[src/rtl/rr_lock_arbiter.sv]
// Round-robin / fixed-priority arbiter that locks a grant until release, request drop or hold timeout.
// The resource-done input is named release_in because 'release' is a reserved SystemVerilog keyword.
module rr_lock_arbiter #(
  parameter int NUM_ENTRIES = 4,
  parameter int INDEX_WIDTH = 2,
  parameter int MAX_HOLD    = 16,
  parameter int HOLD_WIDTH  = 5
) (
  input  logic                   clk,
  input  logic                   reset_n,
  input  logic [NUM_ENTRIES-1:0] request,
  input  logic                   release_in,
  input  logic                   fixed_priority,
  output logic [NUM_ENTRIES-1:0] core_select,
  output logic                   grant_valid,
  output logic [INDEX_WIDTH-1:0] grant_index,
  output logic                   hold_timeout
);

  typedef enum logic {IDLE, GRANTED} state_t;

  localparam bit                  HOLD_EN   = (MAX_HOLD != 0);
  localparam logic [HOLD_WIDTH-1:0] HOLD_LAST = HOLD_EN ? HOLD_WIDTH'(MAX_HOLD - 1) : '0;

  state_t                   r_state;
  logic [NUM_ENTRIES-1:0]   r_base;
  logic [HOLD_WIDTH-1:0]    r_hold_count;
  logic [NUM_ENTRIES-1:0]   r_core_select;
  logic                     r_grant_valid;
  logic [INDEX_WIDTH-1:0]   r_grant_index;
  logic                     r_hold_timeout;

  logic [2*NUM_ENTRIES-1:0] w_req_dbl;
  logic [2*NUM_ENTRIES-1:0] w_dbl_grant;
  logic [NUM_ENTRIES-1:0]   w_rr_pick;
  logic [NUM_ENTRIES-1:0]   w_fixed_pick;
  logic [NUM_ENTRIES-1:0]   w_pick;
  logic [INDEX_WIDTH-1:0]   w_pick_index;
  logic                     w_req_held;
  logic                     w_timeout;
  logic                     w_end;

  function automatic logic [INDEX_WIDTH-1:0] encode(input logic [NUM_ENTRIES-1:0] onehot);
    encode = '0;
    for (int i = 0; i < NUM_ENTRIES; i++) begin
      if (onehot[i]) encode = encode | INDEX_WIDTH'(i);
    end
  endfunction

  // Doubling the request vector lets a single subtract scan upward from base and wrap past the MSB.
  assign w_req_dbl    = {request, request};
  assign w_dbl_grant  = w_req_dbl & ~(w_req_dbl - {{NUM_ENTRIES{1'b0}}, r_base});
  assign w_rr_pick    = w_dbl_grant[NUM_ENTRIES-1:0] | w_dbl_grant[2*NUM_ENTRIES-1:NUM_ENTRIES];
  assign w_fixed_pick = request & (~request + NUM_ENTRIES'(1));
  assign w_pick       = fixed_priority ? w_fixed_pick : w_rr_pick;
  assign w_pick_index = encode(w_pick);

  assign w_req_held = |(request & r_core_select);
  assign w_timeout  = HOLD_EN && (r_hold_count == HOLD_LAST);
  assign w_end      = release_in | ~w_req_held | w_timeout;

  // NOTE: all state is updated with non-blocking assignments so every register samples pre-edge values.
  always_ff @(posedge clk or negedge reset_n) begin
    if (!reset_n) begin
      r_state        <= IDLE;
      r_base         <= NUM_ENTRIES'(1);
      r_hold_count   <= '0;
      r_core_select  <= '0;
      r_grant_valid  <= 1'b0;
      r_grant_index  <= '0;
      r_hold_timeout <= 1'b0;
    end else begin
      r_hold_timeout <= 1'b0;
      case (r_state)
        IDLE: begin
          if (|request) begin
            r_core_select <= w_pick;
            r_grant_index <= w_pick_index;
            r_grant_valid <= 1'b1;
            r_hold_count  <= '0;
            r_state       <= GRANTED;
            if (!fixed_priority) r_base <= {w_pick[NUM_ENTRIES-2:0], w_pick[NUM_ENTRIES-1]};
          end
        end
        GRANTED: begin
          r_hold_count <= r_hold_count + HOLD_WIDTH'(1);
          if (w_end) begin
            r_core_select  <= '0;
            r_grant_valid  <= 1'b0;
            r_state        <= IDLE;
            // Pulse only when the timeout alone ended the grant.
            r_hold_timeout <= w_timeout & ~release_in & w_req_held;
          end
        end
        default: r_state <= IDLE;
      endcase
    end
  end

  assign core_select  = r_core_select;
  assign grant_valid  = r_grant_valid;
  assign grant_index  = r_grant_index;
  assign hold_timeout = r_hold_timeout;

endmodule

[config.mk]
export PLATFORM = sky130hd
export DESIGN_NAME = rr_lock_arbiter
export DESIGN_NICKNAME = d
export VERILOG_FILES = /design/src/rtl/rr_lock_arbiter.sv
export SDC_FILE = /design/constraint.sdc
export NUM_CORES = 1
export LEC_CHECK = 0
export CAP_MARGIN = 20
export CELL_PAD_IN_SITES_DETAIL_PLACEMENT = 0
export CELL_PAD_IN_SITES_GLOBAL_PLACEMENT = 1
export CORE_MARGIN = 3
export CORE_UTILIZATION = 43
export DETAILED_ROUTE_END_ITERATION = 8
export PLACE_DENSITY_LB_ADDON = 0.1
export RECOVER_POWER = 100
export REMOVE_ABC_BUFFERS = 1
export SLEW_MARGIN = 20
export SYNTH_ARGS = -nofsm -noshare
export SYNTH_HDL_FRONTEND = slang
export SYNTH_SLANG_ARGS = --single-unit
[constraint.sdc]
create_clock -name clk -period 4.4 [get_ports clk]
set_input_delay 0.66 -clock clk [delete_from_list [all_inputs] [get_ports clk]]
set_output_delay 0.66 -clock clk [all_outputs]
set_load 0.005 [all_outputs]
==> summary.txt, run 1 <==
Clock network
  – Worst-skew pair later-pin latency: roughly 0.3 ns
  – CTS tree: built
  – Clock-pin slew on the worst setup and hold paths: 0.11 ns
  – Total CTS buffers: 3
  – CTS resizes: 0
  – CTS max path bufs: 2
  – Sinks on Clock Net: 18
  – Setup bufs post-CTS: 0
  – Root Driver: clkbuf_4
  – # hold bufs at CTS: 0
  – # H-tree levels: 1

Power
  – PwrDens: around 540 nW/um^2
  – Max IR drop VDD: roughly 300 uV
  – LEAKAGE: around 0.56 nW

Final layout
  – Fillers: 237
  – Synth-to-Final Area Change: 15.69%
  – Fraction of layout cells with a size suffix above 1: 6.557%
  – # diodes: 0
  – Non-Filler Instances: 150
  – Nets: roughly 140

Floorplan
  – Initial core utilization: about 46%
  – Die W: roughly 55 um
  – Cell Rows: 17
  – Die Ht: 55.29 um
  – Die ar.: a little over 3000 um^2
  – Core Area: between 2000 and 2500 um^2
  – Ports: 16

Logic synthesis
  – Ys async rst share: between 90% and 100%
  – Yosys warning count: 0
  – Mean post-synth cell area: 9.856 um^2
  – Cell type with the largest total area after synthesis: dfrtp_1
  – Largest cells by area after synthesis: dfrtp_1 41%, ha_1 6.0%, nand2_1 5.0%, inv_1 3.2%, dfstp_2 2.5%
  – FF+latch count, synth: 18
  – Cells after synthesis: between 100 and 150
  – Synthesized area: 1045 um^2
  – Top cell type's share of synthesized area: between 40% and 50%
  – Post-synth EDFFs: 0
  – Sequential share of the synthesized area: ~43%
  – Ys flop type: dfrtp_1
  – Post-synthesis cell type count: 43

Worst setup path
  – Critical Path Source Type: input pin
  – Critical Path RT: between 4 and 5 ns
  – Kind of critical path: in2reg
  – Critical path capture point type: flop
  – Critical-path cell list: dlygate4sd3_1, nor4_1, or2_0, nor2_1, a22oi_1, a21bo_1
  – Critical path arrival: 2.82 ns
  – Top delay family on crit path: simple AND/OR/NAND/NOR gates
  – CP max stage cell: dlygate4sd3_1
  – Worst Path Buf+Inv: 1
  – Max FO, Critical Path: 8
  – Slowest stage delay, CP: 0.65 ns

Global route
  – Gr ovfl total: 0
  – Number of global-route vias before repair: 830
  – Gr usage total: between 15 and 20%
  – Antenna violations before repair: 0
  – Largest net degree at the start of global routing: 19
  – First-pass GRT wire length: approximately 3.8 mm

Timing
  – Worst Skew: 0.009511 ns
  – Min cycle time layout: 2.616 ns
  – Final setup fails: 0
  – Final period util: 59.45%
  – Max Slew Vio Count: 0
  – Setup TNS: 0 ns
  – Fin. Hold Viols: 0
  – Worst relative slew slack: between 40% and 50%
  – Fmax: around 0.38 GHz
  – RSZ-0062 raised after global routing: false
  – Worst-Margin Slew: ~0.82 ns
  – Hold_ws: about 0.50 ns

Place
  – Gp weighted congestion: between 0.9 and 1
  – Port-buffer cells: 15
  – HPWL Detailed: 1.750 mm
  – Placed cells: about 150

Routing
  – Remaining DRCs: 0
  – Final Routed Wirelength: approximately 2.2 mm
  – Number of DRC markers in iteration 0: 17
  – Antenna-violating nets left: 0
  – DR vias: about 810
  – Drt via density: approximately 5.4
  – Drt first pass iters: 4
  – Post-DR wirelength/cell: roughly 15 um

Flow run
  – Maxcap violations: 0

Min path
  – Hold Crit Class: reg2reg

Status
  – Status: completed
==> metal layers <==
metal | track usage, % | share of wire (%) | up-vias
li1 | - | - | 402
met1 | 19.91 | 48 | 381
met2 | 25.17 | 46 | 19
met3 | 3.505 | 4.9 | 4
met4 | 6.250 | 1.1 | 0
met5 | 0 | 0 | -
==> worst reg2reg max path, delay by kind of cell (launching register included) <==
family	cells	cell delay [ns]
DFF	1	0.54
and+or+nand+nor	2	0.36
AOI/OAI and AO/OA	2	0.55
adders and majority gates	1	0.45
==> cell usage after synthesis (2+ instances only) <==
master	n
nor2_4	2
nor2_1	7
nor2b_1	2
ha_1	5
o21ai_1	2
dfrtp_1	17
inv_1	9
a21oi_1	3
a21o_1	2
nand2_1	14
nand3b_1	2
o211ai_1	2
a22oi_1	2
a21boi_0	2
o21ai_0	5
buf_6	2
a22o_1	2
==> registers in the layout (all words and copies together) (netlist names) <==
signal,count
r_base,4
r_hold_count,5
core_select,4
grant_index,2
r_state,1
grant_valid,1
hold_timeout,1
==> final timing paths <==
check / startpoint / slack [ns] / depth (start not counted) / to
min in group asynchronous: reset_n / 0.89 / 1 / core_select[2]
max reg2reg: r_base[0] / 2.36 / 5 / r_base[2]
min reg2reg: r_hold_count[3] / 0.50 / 1 / r_hold_count[3]
min: r_hold_count[3] / 0.50 / 1 / r_hold_count[3]
max in group asynchronous: reset_n / 3.00 / 1 / r_base[3]
max: request[1] / 1.78 / 6 / core_select[3]
==> final cells by class <==
cell class / instances / area, um^2 / share of cell area, %
clock buffer: 4 / 36.28 / 3.002
inverter: 9 / 33.78 / 2.795
multi-input combinational: 76 / 501.7 / 41.51
sequential: 18 / 451.7 / 37.37
tap: 28 / 35.03 / 2.899
timing repair buffer: 15 / 150.1 / 12.42
==> logic make-up after synthesis <==
family          count (synthesis)  share of synthesized area [%]
fa+ha+maj                       6                          7.904
xor+xnor                        2                          1.677
mux                             1                          1.078
flops                          18                          43.23
simple gates                   37                          19.28
compound gates                 30                          20.96
buf+inv                        12                          5.867
==> through the flow <==
step	setup WS, ns	util (%)	power, mW	instance area [um^2]
after floorplan	2.410	-	0.4592	1017
after global placement	1.611	53.33	0.5729	1202
after detailed placement	1.550	53.33	0.5752	1202
after CTS	1.881	54.94	0.6820	1239
after global routing	1.562	53.61	0.7148	1209
final	1.784	53.61	0.6559	1209
==> cells in the final DEF, fill, tap and decap left out, types with 2 or more instances in the layout <==
master           instances
o21ai_0                  7
nor2b_1                  2
a22oi_1                  3
clkbuf_4                 3
dlygate4sd3_1           11
nand3b_1                 2
nand2_1                 14
ha_1                     5
inv_1                    9
a21boi_0                 2
a21oi_1                  3
clkdlybuf4s50_1          4
a21o_1                   2
o211ai_1                 2
a22o_1                   2
nor2_1                   9
dfrtp_1                 17
==> report_power, final <==
group	internal [mW]	switching, mW
Sequential	0.225	0.0459
Combinational	0.136	0.146
Clock	0.0505	0.0525
Power figures use the tool's default switching activity.
==> run 2: changes to the inputs <==
Settings changed: CORE_UTILIZATION 43 to 36.
Clock period 4.4 ns to 2.2 ns, I/O delays scaled along.
==> summary.txt, run 2 (same netlist as run 1, synthesis figures left out) <==
Floorplan
  – Die W: 59.87 um (was 55.29 um)
  – Die Ht: 59.87 um (was 55.29 um)
  – Die ar.: 3584 um^2 (was 3057 um^2)
  – Core Area: 2613 um^2 (was 2255 um^2)
  – Initial core utilization: 39.99% (was 46.34%)
  – Cell Rows: 18 (was 17)
  – Ports: 16 (unchanged)

Worst setup path
  – Max FO, Critical Path: 7 (was 8)
  – Critical path capture point type: flop (unchanged)
  – Kind of critical path: in2reg (unchanged)
  – Worst-case reg-to-reg path depth: 6 (was 5)
  – Critical Path Source Type: input pin (unchanged)
  – Critical Path RT: 2.37 ns (was 4.61 ns)
  – Critical path arrival: 2.10 ns (was 2.82 ns)

Clock network
  – CTS resizes: 0 (unchanged)
  – Sinks on Clock Net: 18 (unchanged)
  – Clock-pin slew on the worst setup and hold paths: 0.11 ns (about the same)
  – CTS max path bufs: 2 (unchanged)
  – CTS tree: built (unchanged)
  – Setup bufs post-CTS: 0 (unchanged)
  – # hold bufs at CTS: 0 (unchanged)
  – Worst-skew pair later-pin latency: 0.30 ns (about the same)
  – Root Driver: clkbuf_4 (unchanged)
  – Total CTS buffers: 3 (unchanged)
  – # H-tree levels: 1 (unchanged)

Place
  – Placed cells: 160 (was 146)
  – Gp weighted congestion: 0.8210 (was 0.9335)
  – HPWL Detailed: 1.897 mm (was 1.750 mm)
  – Port-buffer cells: 15 (unchanged)

Global route
  – Antenna violations before repair: 0 (unchanged)
  – Number of global-route vias before repair: 880 (was 830)
  – Largest net degree at the start of global routing: 19 (unchanged)
  – Gr ovfl total: 0 (unchanged)
  – First-pass GRT wire length: 4.181 mm (was 3.767 mm)
  – Gr usage total: 15.51% (was 15.52%)

Timing
  – Final setup fails: 0 (unchanged)
  – Max Slew Vio Count: 0 (unchanged)
  – Fin. Hold Viols: 0 (unchanged)
  – Worst-Margin Slew: 0.9726 ns (was 0.8198 ns)
  – RSZ-0062 raised after global routing: false (unchanged)
  – Fmax: roughly 0.52 GHz
  – Min cycle time layout: about 1.9 ns
  – Final period util: ~90%
  – Worst Skew: 0.007641 ns (was 0.009511 ns)
  – Setup TNS: 0 ns (unchanged)
  – Worst relative slew slack: 35.16% (was 45.17%)

Routing
  – Final Routed Wirelength: 2.344 mm (was 2.202 mm)
  – Number of DRC markers in iteration 0: 23 (was 17)
  – Antenna-violating nets left: 0 (unchanged)
  – Post-DR wirelength/cell: 14.29 um (was 14.68 um)
  – Drt via density: 5.262 (was 5.373)
  – Drt first pass iters: 4 (unchanged)
  – DR vias: 863 (was 806)
  – Remaining DRCs: 0 (unchanged)

Status
  – Status: completed (unchanged)

Min path
  – Hold Crit Class: reg2reg (unchanged)
  – Hold-critical path depth: 2 (was 1)

Power
  – PwrDens: 1045 nW/um^2 (was 542.7 nW/um^2)
  – Max IR drop VDD: 814.6 uV (was 299.8 uV)
  – LEAKAGE: 0.6025 nW (was 0.5609 nW)
  – Total power: 1.351 mW (was 0.6559 mW)

Final layout
  – Nets: 149 (was 137)
  – Fraction of layout cells with a size suffix above 1: 13.43% (was 6.557%)
  – Fillers: 261 (was 237)
  – Commonest cells after routing, fill and taps aside: 17 x dfrtp_1, 14 x nand2_1, 9 x inv_1, 9 x dlygate4sd3_1 (was 17 x dfrtp_1, 14 x nand2_1, 11 x dlygate4sd3_1)
  – Top reg by flops: r_hold_count (unchanged)
  – Non-Filler Instances: 164 (was 150)
  – Commonest non-fill, non-tap cell in the layout: dfrtp_1 (unchanged)
  – Largest register FFs: 5 (unchanged)
  – Synth-to-Final Area Change: 23.71% (was 15.69%)
  – # diodes: 0 (unchanged)
  – Util after Layout: 49.47% (was 53.61%)

Flow run
  – Maxcap violations: 0 (unchanged)
run 2: cell types whose count changed in the layout (fill, tap and decap cells not counted), sizes merged:
| cell | before | now |
|---|---|---|
| buf | 0 | 8 |
| clkbuf | 4 | 8 |
| clkdlybuf4s50 | 4 | 6 |
| dlygate4sd3 | 11 | 9 |
run 2: where the power goes:
group	internal [mW]	switching, mW	leakage, nW	total (mW)
Sequential	0.450	0.0923	0.231	0.542
Combinational	0.322	0.313	0.356	0.635
Clock	0.0706	0.103	0.0150	0.174
Total	0.843	0.509	0.603	1.35
run 2: path summary, 6_finish.rpt:
| path | start | endpoint | slack, ns |
|---|---|---|---|
| worst max-delay path | request[1] | grant_index[0] | 0.27 |
| worst min-delay path | r_hold_count[4] | r_hold_count[4] | 0.48 |
| worst max register to register | r_base[0] | grant_index[0] | 0.31 |
| worst min register to register | r_hold_count[4] | r_hold_count[4] | 0.48 |
| max in group asynchronous | reset_n | core_select[3] | 0.92 |
| min in group asynchronous | reset_n | r_hold_count[2] | 0.69 |
run 2: metal layers:
layer  vias up  global-route usage, %  wire, um
met3         2                  4.104       100
met4         0                  3.797        14
li1        435                      -         -
met5         -                      0         0
met2        15                  23.15      1046
met1       411                  22.22      1182
run 2: stage by stage:
step	setup slack, ns	cell area, um^2	hold slack, ns
2_1_floorplan	0.4314	1017	0.03441
3_3_place_gp	-0.03485	1295	0.4680
3_5_place_dp	-0.04233	1295	0.4709
4_1_cts	0.2845	1321	0.3499
5_1_grt	0.1153	1292	0.5273
6_report	0.2656	1292	0.4843
run 2: cell type report:
type,count,area [um^2],share of cell area (%)
Clock buffer,4,26.28,2.033
Inverter,9,33.78,2.614
Multi-Input combinational cell,76,514.2,39.79
Sequential cell,18,451.7,34.95
Tap cell,30,37.54,2.904
Timing Repair Buffer,27,229.0,17.72
run 2: critical path, cell delays in order:
cell and delay, ns:
clkdlybuf4s50_1 0.41, buf_4 0.17, ha_1 0.27, nand2_1 0.08, o21a_1 0.19, o31a_1 0.24
o21ai_1 0.11, clkbuf_1 0.20, o211ai_1 0.10
